File: src/rtl/alu.sv
// 16-bit adder built from four chained 4-bit carry-lookahead slices, with a
// registered result stage carrying the sum and its sign/zero/carry/parity/overflow flags.

module alu_cla4 (
  input  logic [3:0] a,
  input  logic [3:0] b,
  input  logic       cin,
  output logic [3:0] sum,
  output logic       cout
);

  logic [3:0] g;
  logic [3:0] p;
  logic [4:0] c;

  assign g = a & b;
  assign p = a ^ b;

  // Carries are fully expanded from cin so no carry ripples inside the slice.
  assign c[0] = cin;
  assign c[1] = g[0] | (p[0] & cin);
  assign c[2] = g[1] | (p[1] & g[0]) | (p[1] & p[0] & cin);
  assign c[3] = g[2] | (p[2] & g[1]) | (p[2] & p[1] & g[0])
              | (p[2] & p[1] & p[0] & cin);
  assign c[4] = g[3] | (p[3] & g[2]) | (p[3] & p[2] & g[1])
              | (p[3] & p[2] & p[1] & g[0])
              | (p[3] & p[2] & p[1] & p[0] & cin);

  assign sum  = p ^ c[3:0];
  assign cout = c[4];

endmodule

module alu (
  input  logic        clk,
  input  logic        rst_n,
  input  logic        in_valid,
  input  logic [15:0] X,
  input  logic [15:0] Y,
  output logic        out_valid,
  output logic [15:0] Z,
  output logic        Sign,
  output logic        Zero,
  output logic        Carry,
  output logic        Parity,
  output logic        Overflow
);

  logic [15:0] sum;
  logic [4:0]  chain;
  logic        sum_sign;
  logic        sum_zero;
  logic        sum_parity;
  logic        sum_overflow;

  assign chain[0] = 1'b0;

  for (genvar i = 0; i < 4; i++) begin : g_slice
    alu_cla4 u_cla4 (
      .a    (X[4*i +: 4]),
      .b    (Y[4*i +: 4]),
      .cin  (chain[i]),
      .sum  (sum[4*i +: 4]),
      .cout (chain[i+1])
    );
  end

  assign sum_sign     = sum[15];
  assign sum_zero     = (sum == 16'h0000);
  assign sum_parity   = ~^sum;
  assign sum_overflow = (X[15] & Y[15] & ~sum[15]) | (~X[15] & ~Y[15] & sum[15]);

  // Reset values describe Z=0, so Zero and Parity come up set.
  always_ff @(posedge clk or negedge rst_n) begin
    if (!rst_n) begin
      out_valid <= 1'b0;
      Z         <= 16'h0000;
      Sign      <= 1'b0;
      Zero      <= 1'b1;
      Carry     <= 1'b0;
      Parity    <= 1'b1;
      Overflow  <= 1'b0;
    end else begin
      // NOTE: non-blocking assignments so every register samples the pre-edge values together.
      out_valid <= in_valid;
      if (in_valid) begin
        Z        <= sum;
        Sign     <= sum_sign;
        Zero     <= sum_zero;
        Carry    <= chain[4];
        Parity   <= sum_parity;
        Overflow <= sum_overflow;
      end
    end
  end

endmodule

File: config.mk
export PLATFORM = sky130hd
export DESIGN_NAME = alu
export DESIGN_NICKNAME = d
export VERILOG_FILES = /design/src/rtl/alu.sv
export SDC_FILE = /design/constraint.sdc
export NUM_CORES = 1
export LEC_CHECK = 0
export CAP_MARGIN = 20
export CORE_MARGIN = 2
export CORE_UTILIZATION = 29
export DETAILED_ROUTE_END_ITERATION = 12
export GPL_ROUTABILITY_DRIVEN = 0
export PLACE_DENSITY_LB_ADDON = 0.3
export SYNTH_ARGS = -nofsm -noshare
export SYNTH_HDL_FRONTEND = slang
export SYNTH_SLANG_ARGS = --single-unit
File: constraint.sdc
create_clock -name clk -period 0.8 [get_ports clk]
set_input_delay 0.08 -clock clk [delete_from_list [all_inputs] [get_ports clk]]
set_output_delay 0.08 -clock clk [all_outputs]
set_load 0.005 [all_outputs]
==> results.yml <==
route:
  viasPerCell: 4.61
  wire_per_inst_um: 13.1
  drt_first_iter_violations: 32
  drtPass1Iterations: 4
  routed_wl_um: 4680
  via_count: 1646
  drcViolationCount: 0
  ant_nets: 0
final_layout:
  final_layout_size_suffix_gt1_frac: 0.628
  fin_util: 0.577
  diodes: 0
  design_area_um2: 3230
  area_delta_synth_final_pct: 88.8
  n_fill_cell: 493
  final_nets: 349
worst_setup_path:
  critPathSlowestCell: "or4_4"
  cp_slowest_stage_delay_ns: 0.51
  startpoint_type: "input port"
  worstPathCellList: "buf_6, ha_4, a41o_1, a21oi_2, or4_4, nand2_2, fa_2, inv_2, ha_4, xor2_2, xnor2_1, xnor2_1, xnor3_1, mux2_4"
  critPathCaptureType: "flop"
  crit_arrival_ns: 3.01
  criticalPathCategory: "in -> reg"
  required_ns: 1.00
  critPathMaxFanout: 3
floorplan:
  design.core.area_um2: 5610
  start_util: 0.305
  rows: 27
  die_w_um: 80.9
  ios: 57
  die_y_um: 80.9
  die_area_um2: 6540
synth:
  async_flop_share: 1.00
  synth_top_cell_by_area: "dfrtp_1"
  synth_area_leaders: "dfrtp_1 (28%), ha_1 (18%), fa_1 (4.7%)"
  ys_types: 41
  synth_seq_cells: 21
  synth_nets: 229
  synth_fa_ha_area_frac: 0.222
  synth_compound_area_frac: 0.114
  yosys.area.top_type_share: 0.278
  yosysSeqAreaShare: 0.308
  syn_inst: 166
  synthMuxAreaShare: 0.0950
  synthFlopType: "dfrtp_1"
  synth_common_cells: "ha_1 (24), dfrtp_1 (19), inv_1 (19)"
  synth_top_family_by_area: "adder cells"
  synth_edf_count: 0
  synth_simple_gate_area_frac: 0.102
  synth.most_common_cell: "ha_1"
  post_synth.cell_area_avg_um2: 10.3
  synthesis.area_um2: 1710
  synth_xor_area_frac: 0.101
  yosys_warnings: 0
timing:
  worstMarginPinSlew_ns: 0.266
  setup_violations: 41
  maxClockFrequency_mhz: 355
  min_period_ns: 2.82
  drv_slew: 0
  setup_ws_ns: -2.02
  slew_headroom: 0.823
  post-route-period-util: 3.52
  tns_ns: -17.90
  grt_setup_unrepaired: "yes"
  final_hold_viol_count: 0
  fin_skew_ns: 0
clock_tree:
  cts_inserted_buffers: 3
  clkSinkCount: 21
  cts_max_level: 1
  clk_pin_slew_ns: 0.08
  clk_latency_ns: 0.26
  postCtsHoldBufs: 0
  root_buffer: "clkbuf_8"
  cts_buffer_depth: 2
  cts_tree: "done"
global_routing:
  antenna_found_initial: 0
  grt_max_degree: 22
  grtUsageTotal: 0.153
  grt_pass1_vias: 1651
  overflow: 0
  grt_pass1_wl_um: 7680
outcome:
  status: "finished, violations left"
  violations: "negative setup slack"
power:
  ir_drop_v: 0.00104
  power.density_nw_per_um2: 1740
  p_leak_nw: 1.53
place:
  placed_area_um2: 2920
  hpwlAfterDp_um: 3530
  numPortBuffers: 56
worst_hold_path:
  hp-class: "in -> async"
job:
  max_cap_viol_count: 0
-- cells by family after synthesis --
| group | after synthesis |
|---|---|
| multiplexers | 15 |
| adder cells (fa/ha/maj) | 28 |
| XOR/XNOR | 16 |
| flip-flops | 21 |
| AND/OR/NAND/NOR | 31 |
| AO/OA/AOI/OAI | 30 |
| buffers and inverters | 25 |
-- layout make-up --
| type | instances | area, µm² | share of cell area |
|---|---|---|---|
| clock buffers | 3 | 41.3 | 0.0128 |
| flip-flops and latches | 21 | 528 | 0.163 |
| inverters | 19 | 71.3 | 0.0221 |
| repair buffers | 121 | 1000 | 0.310 |
| clock inverters | 1 | 5.00 | 0.00155 |
| well taps | 72 | 90.1 | 0.0279 |
| multi-input cells | 120 | 1490 | 0.462 |
-- layer usage --
metal  vias up  GRT usage  wire length, µm
li1        813          -                -
met1       790      0.190             1970
met2        37      0.264             2370
met3         6     0.0311              265
met4         0     0.0492               72
met5         -          0                0
-- layout by cell type (no fill, tap or decap), types with 7 or more instances in the layout --
cell	synthesis	final
buf_4	1	54
buf_2	2	29
buf_6	0	24
dfrtp_1	19	19
inv_1	19	17
ha_4	0	14
ha_1	24	10
clkdlybuf4s50_1	0	9
mux2i_1	8	8
a21oi_2	1	7
nor2_1	7	7
-- what timing repair did --
item	CTS	global route
cloned	1	0
gates resized for setup	227	16
setup endpoints to repair	42	41
pin swaps	41	15
setup buffers	15	6
-- state kept, by name (all words and copies together) (netlist names) --
name and flops:
Carry 1, Overflow 1, Parity 1, Z 16, Zero 1, out_valid 1
-- stage by stage --
step | instances | total power, W | hold slack [ns] | setup slack, ns
3_3_place_gp | 336 | 0.00451 | 0.447 | -2.63
5_1_grt | 357 | 0.00603 | 0.150 | -2.14
4_1_cts | 356 | 0.00554 | 0.160 | -2.00
2_1_floorplan | 166 | 0.00315 | -0.216 | -2.09
3_5_place_dp | 336 | 0.00457 | 0.452 | -2.70
6_report | 357 | 0.00561 | 0.159 | -2.02
-- critical path, delay by kind of cell --
family / cells / cell delay [ns]
AO/OA/AOI/OAI: 2 / 0.23
XOR/XNOR: 4 / 0.74
adder cells (fa/ha/maj): 3 / 0.92
buffers and inverters: 2 / 0.18
multiplexers: 1 / 0.27
AND/OR/NAND/NOR: 2 / 0.60
-- path summary, 6_finish.rpt --
| kind | from | end | slack (ns) | cells after the start |
|---|---|---|---|---|
| min in group clk | X[0] | Z[0] | 0.16 | 3 |
| hold reg to reg | Z[0] | Z[0] | 0.51 | 1 |
| setup reg to reg | Z[14] | Z[14] | -0.18 | 3 |
| hold / removal | rst_n | Overflow | 0.16 | 2 |
| max in group asynchronous | rst_n | Parity | 0.42 | 2 |
| setup / recovery | X[2] | Parity | -2.02 | 14 |
-- where the power goes --
group	switching, W	internal, W
registers	0.000120	0.00132
clock network	0.000372	0.000348
logic	0.00136	0.00210
total	0.00185	0.00376
(Power assumes the default switching activity.)
